`src/rtl/two_of_five_tx.sv`:
```
// Serialises a decimal digit as a 2-of-5 codeword on sdata/sframe.
// Optional one-cycle inter-frame gap is enabled by defining TWO_OF_FIVE_GAP_EN.
module two_of_five_tx #(
    parameter int MSB_FIRST = 1
) (
    input  logic       clk,
    input  logic       rst_n,
    input  logic [3:0] digit,
    input  logic       valid,
    output logic       ready,
    output logic       sdata,
    output logic       sframe,
    output logic       done,
    output logic       err
);

    // state | meaning
    // IDLE  | ready for a digit; an out-of-range digit raises err next cycle
    // SHIFT | five codeword bits on sdata, done on the last one
    // GAP   | one dead cycle between frames (TWO_OF_FIVE_GAP_EN only)
`ifdef TWO_OF_FIVE_GAP_EN
    typedef enum logic [1:0] {IDLE = 2'd0, SHIFT = 2'd1, GAP = 2'd2} state_t;
`else
    typedef enum logic [1:0] {IDLE = 2'd0, SHIFT = 2'd1} state_t;
`endif

    state_t     state, state_nxt;
    logic [4:0] sr, sr_nxt;
    logic [2:0] cnt, cnt_nxt;
    logic       err_q, err_nxt;
    logic       accept;

    // Codeword bits ordered a..e from bit 4 down to bit 0.
    function automatic logic [4:0] encode(input logic [3:0] d);
        logic [4:0] c;
        case (d)
            4'd0:    c = 5'b10100;
            4'd1:    c = 5'b00011;
            4'd2:    c = 5'b00110;
            4'd3:    c = 5'b00101;
            4'd4:    c = 5'b01001;
            4'd5:    c = 5'b01010;
            4'd6:    c = 5'b01100;
            4'd7:    c = 5'b11000;
            4'd8:    c = 5'b10001;
            4'd9:    c = 5'b10010;
            default: c = 5'b00000;
        endcase
        return c;
    endfunction

    always_ff @(posedge clk or negedge rst_n) begin
        if (!rst_n) begin
            state <= IDLE;
            sr    <= '0;
            cnt   <= '0;
            err_q <= 1'b0;
        end else begin
            state <= state_nxt;
            sr    <= sr_nxt;
            cnt   <= cnt_nxt;
            err_q <= err_nxt;
        end
    end

    assign accept = valid && ready;

    always_comb begin
        state_nxt = state;
        sr_nxt    = sr;
        cnt_nxt   = cnt;
        err_nxt   = 1'b0;
        case (state)
            IDLE: begin
                if (accept) begin
                    if (digit <= 4'd9) begin
                        sr_nxt    = encode(digit);
                        cnt_nxt   = '0;
                        state_nxt = SHIFT;
                    end else begin
                        err_nxt = 1'b1;
                    end
                end
            end
            SHIFT: begin
                if (MSB_FIRST != 0) sr_nxt = {sr[3:0], 1'b0};
                else                sr_nxt = {1'b0, sr[4:1]};
                if (cnt == 3'd4) begin
                    cnt_nxt = '0;
                    sr_nxt  = '0;
`ifdef TWO_OF_FIVE_GAP_EN
                    state_nxt = GAP;
`else
                    state_nxt = IDLE;
`endif
                end else begin
                    cnt_nxt = cnt + 3'd1;
                end
            end
`ifdef TWO_OF_FIVE_GAP_EN
            GAP: state_nxt = IDLE;
`endif
            default: state_nxt = IDLE;
        endcase
    end

    assign ready  = (state == IDLE);
    assign sframe = (state == SHIFT);
    assign sdata  = sframe && ((MSB_FIRST != 0) ? sr[4] : sr[0]);
    assign done   = sframe && (cnt == 3'd4);
    assign err    = err_q;

endmodule

```
`config.mk`:
```
export PLATFORM = sky130hd
export DESIGN_NAME = two_of_five_tx
export DESIGN_NICKNAME = d
export VERILOG_FILES = /design/src/rtl/two_of_five_tx.sv
export SDC_FILE = /design/constraint.sdc
export NUM_CORES = 1
export LEC_CHECK = 0
export BUFFER_PORTS_ARGS = -buffer_cell sky130_fd_sc_hd__buf_2
export CORE_MARGIN = 2
export CORE_UTILIZATION = 53
export CTS_CLUSTER_DIAMETER = 120
export DETAILED_ROUTE_END_ITERATION = 16
export PLACE_DENSITY = 0.86
export SETUP_SLACK_MARGIN = 0.05
export SLEW_MARGIN = 25
export SYNTH_ARGS = -nofsm -noshare
export SYNTH_HDL_FRONTEND = slang
export SYNTH_SLANG_ARGS = --single-unit
```
`constraint.sdc`:
```
create_clock -name clk -period 1.6 [get_ports clk]
set_input_delay 0.08 -clock clk [delete_from_list [all_inputs] [get_ports clk]]
set_output_delay 0.08 -clock clk [all_outputs]
set_load 0.1 [all_outputs]
```
# ---- After elaboration in Yosys (flattened, before gate mapping)
# Memories as Yosys holds them, arrays and structs flattened.
# Cells that the tools add are included.
dict set report totals {
  reg_bits 11
  rom_bits 80
  inputBits 7
  out_inout_bits 5
  word_cells 34
  memories 1
}
# name depth width rd rd_ports_with_merged_regs write_ports line
set mem_list {}
lappend mem_list {{(name not given)} 16 5 1 0 0 36} ;# case (d)
dict set report classes {
  add_sub_neg 1
  magnitude_cmp 1
  n_eq_ne 5
  muxes 15
  reduce_logical 7
}
# cell n
set ops {}
lappend ops {{2-to-1 mux 5 bit} 3}
lappend ops {{case mux 5 bit (2 select lines)} 1}
lappend ops {{2-to-1 mux 3 bit} 3}
lappend ops {{2-to-1 mux 2 bit} 3}
lappend ops {{inequality test 2 x 1 -> 1 bit (second input constant)} 3}
lappend ops {{case mux 3 bit (2 select lines)} 1}
lappend ops {{AND reduction 3 bit} 2}
lappend ops {{less-or-equal comparator 4 bit (second input constant)} 1}
lappend ops {{case mux 2 bit (2 select lines)} 1}
lappend ops {{adder 3 x 1 -> 3 bit (second input constant)} 1}
lappend ops {{== test 3 bit (second input constant)} 1}
lappend ops {{logical AND 1 bit} 3}
lappend ops {{2-to-1 mux 1 bit} 3}
lappend ops {{== test 2 x 1 -> 1 bit (second input constant)} 1}
lappend ops {{zero test 2 bit} 1}
lappend ops {{nonzero test 2 bit} 1}

# ---- Logic depth before layout (Yosys ltp)
dict set report depth {
  ltp_word 4
  depth_mapped 7
  mapped_depth_nobuf 6
}

# ---- Worst setup path after synthesis
# OpenSTA, ideal clock, no wires.
dict set report synth_path {
  path_kind {register to register}
  startpoint {register state[0]}
  endpoint {register sr[2]}
  setup_ns 0.077
  arrival_ns 2.418
  required_ns 1.523
  slack_ns -0.895
  path_stages_with_launch 5
  n_path_buf 0
  synth_period_minus_slack_ns 2.495
  cell_sequence {dfrtp_1 -> inv_1 -> a21oi_1 -> a22oi_1 -> a21oi_1}
}
dict set report synth_via {
  elab_chain_len 4
  word_cells_on_any_way 8
  classes_between {3 x eq/ne; 1 x mux; 4 x reduce/logical}
}
# element line
set synth_rtl {}
lappend synth_rtl {{start, declared} 27} ;# state_t state, state_nxt;
lappend synth_rtl {{start signal, assigned} 59} ;# state <= state_nxt;
lappend synth_rtl {{zero test 2 bit (*)} 107} ;# assign ready = (state == IDLE);
lappend synth_rtl {{named net ready} 10} ;# output logic ready,
lappend synth_rtl {{logical AND 1 bit} 66} ;# assign accept = valid && ready;
lappend synth_rtl {{inequality test 2 x 1 -> 1 bit (no line)} n/a}
lappend synth_rtl {{AND reduction 3 bit (no line)} n/a}
lappend synth_rtl {{end signal, assigned} 60} ;# sr <= sr_nxt;
lappend synth_rtl {{end, declared} 28} ;# logic [4:0] sr, sr_nxt;
# The timed path passes the listed nets; every way through them passes the cells marked *.
# A chain may end at the register's enable or synchronous reset.

# ---- Worst setup path in the final report
dict set report layout_path {
  startpoint {register state[0]}
  endpoint {output port ready}
}
dict set report layout_via {
  elab_chain_len 1
}
# element line
set layout_rtl {}
lappend layout_rtl {{zero test 2 bit} 107}
lappend layout_rtl {{end, declared} 10}
# Every way passes these cells.

==> flow_summary.yaml <==
status:
  outcome: "finished, final reports clean"
detailed_routing:
  ant_nets: 0
  wl_met1_um: 601
  via_count: 558
  wire_per_inst_um: 13.8
  routed.top_layer: "met4"
  routed_wl_mm: 1.36
  dr.pass1.iters: 4
  drc: 0
  viasPerCell: 5.69
  dr_wl_met3_um: 45
  drt_iter0_drc: 19
  met2RoutedLength_um: 676
power:
  p_seq_frac: 0.298
  p_int_mw: 0.801
  p_clk_frac: 0.146
  irDropWorstVdd_v: 0.000597
  powerDensity_nw_per_um2: 1970
  p_comb_frac: 0.556
  p_leak_nw: 0.384
  switching_share: 0.505
  p_switching_mw: 0.819
  total_power_mw: 1.62
critical_path:
  crit_arrival_ns: 1.40
  end_kind: "output port"
  cp.required_ns: 1.52
  crit_path_max_fanout: 15
  critPathKind: "reg -> out"
  startpoint_type: "flop"
floorplan:
  die-area_um2: 1630
  fp.dieH_um: 40.3
  start_util: 0.551
  io_pins: 12
  die_w_um: 40.3
  core_area_um2: 1270
  rows: 13
grt:
  grt_start_max_net_pins: 16
  grt_pass1_wl_mm: 2.21
  first_global_vias: 506
  overflow: 0
  antenna_found_initial: 0
  grt.total_usage: 0.210
synthesis:
  synth_top_cells_by_count: "10 x dfrtp_1, 9 x nand2_1, 7 x ha_1"
  synth_area_leaders: "dfrtp_1 36%, ha_1 13%, nand2_1 4.8%"
  synth_warnings: 0
  async_flop_share: 1.00
  yosysSeqAreaShare: 0.358
  synth-edff-count: 0
  synth_top_area_cell: "dfrtp_1"
  synth_nets: 85
  synth_cells: 71
  syn_area_per_cell_um2: 9.85
  yosysMostFrequentCell: "dfrtp_1"
  synthFlopType: "dfrtp_1"
  ys_ff_latch: 10
  synth_top_cell_area_share: 0.358
  synth_cell_types: 30
  syn_area_um2: 699
layout:
  num_antenna_cells: 0
  nets: 98
  area_delta_synth_final_pct: 17.5
  fin_area_um2: 822
  drive_gt1_frac: 0.361
  stdcell_count: 98
timing:
  fin_worst_skew_ns: 0.00369
  min_period_ns: 1.48
  rsz0062_at_grt: "false"
  report.final.slew_viol_count: 0
  max-slew-margin-rel: 0.678
  worst_hold_slack_ns: 0.104
  finalHoldViolCount: 0
  period_share: 0.923
  clock.fmax_mhz: 677
  setup_viol: 0
  worstMarginPinSlew_ns: 0.487
placement:
  gp_congestion: 0.777
  portBuffers: 11
  numPlacedInstances: 93
  place_area_um2: 776
  dp_hpwl_um: 976
flow_run:
  drv_cap: 0
clock_network:
  tritoncts: "done"
  clock_latency_ns: 0.27
  root_buffer: "clkbuf_4"
  clk_pin_slew_ns: 0.07
  cts.sink_count: 10
  cts-resized-gates: 0
  cts_buffers: 3
  clock_path_buffers: 2
  ctsHtreeMaxLevel: 1
worst_hold_path:
  min_path_type: "in -> reg"
path summary, 6_finish.rpt:
kind	start	endpoint	slack (ns)	cells after the start
min reg2reg	sr[0]	sr[0]	0.50	1
min in group asynchronous	rst_n	cnt[2]	0.21	2
max reg2reg	state[0]	sr[2]	0.25	4
max	state[0]	ready	0.12	2
max in group asynchronous	rst_n	state[0]	1.18	2
min	valid	err	0.10	2
registers in the layout, indices dropped and copies added, names as in the netlist:
register,cells
sr,5
cnt,3
err,1
state,1
timing repair:
item	CTS	global route
hold buffers	1	0
setup buffers	0	0
hold endpoints to repair	10	0
setup endpoints to repair	0	0
kinds of logic (layout without fill, tap and decap cells):
group                    count (synthesis)  after routing  synth area share
adder cells (fa/ha/maj)                  7              7             0.125
flip-flops                              10             10             0.358
AND/OR/NAND/NOR                         24             24             0.177
buffers and inverters                   10             22            0.0805
multiplexers                             1              1            0.0161
AO/OA/AOI/OAI                           19             19             0.243
critical path: stages (launching register included):
cell and delay, ns:
dfrtp_4 0.56, clkinvlp_4 0.13, buf_2 0.43
power groups by stage:
stage / logic (mW) / registers, mW / clock network (mW)
final: 0.901 / 0.482 / 0.237
after global routing: 0.969 / 0.495 / 0.250
after CTS: 0.906 / 0.480 / 0.236
after detailed placement: 0.898 / 0.485 / 0
after global placement: 0.890 / 0.480 / 0
after floorplan: 0.681 / 0.558 / 0
cells in the final DEF, fill, tap and decap left out, types with 2 or more instances in the layout:
cell / instances
nor3_1: 2
inv_1: 5
nand3b_1: 2
buf_2: 10
a2bb2oi_2: 2
dfrtp_1: 9
nand2b_1: 2
o21ai_0: 2
a31o_2: 2
clkbuf_4: 3
a22oi_1: 2
nor2_1: 2
ha_1: 7
a21oi_1: 3
nand2_1: 9
per-layer routing:
layer / vias to the layer above / track usage
met4: 0 / 0.100
met2: 13 / 0.365
met3: 5 / 0.0500
li1: 269 / -
met1: 271 / 0.236
met5: - / 0
through the flow:
stage                     utilization  setup WS [ns]  TNS [ns]
final                           0.648          0.124         0
after global routing            0.648         0.0867         0
after detailed placement        0.611          0.200         0
after CTS                       0.648          0.124         0
after floorplan                     -         -0.270     -1.91
after global placement          0.611          0.247         0
final cells by class:
class / count / area (um2)
multi-input combinational: 51 / 407
fill: 103 / 447
inverter: 6 / 26.3
clock buffer: 4 / 36.3
sequential: 10 / 254
tap: 15 / 18.8
timing repair buffer: 12 / 80.1
(Power assumes the default switching activity.)
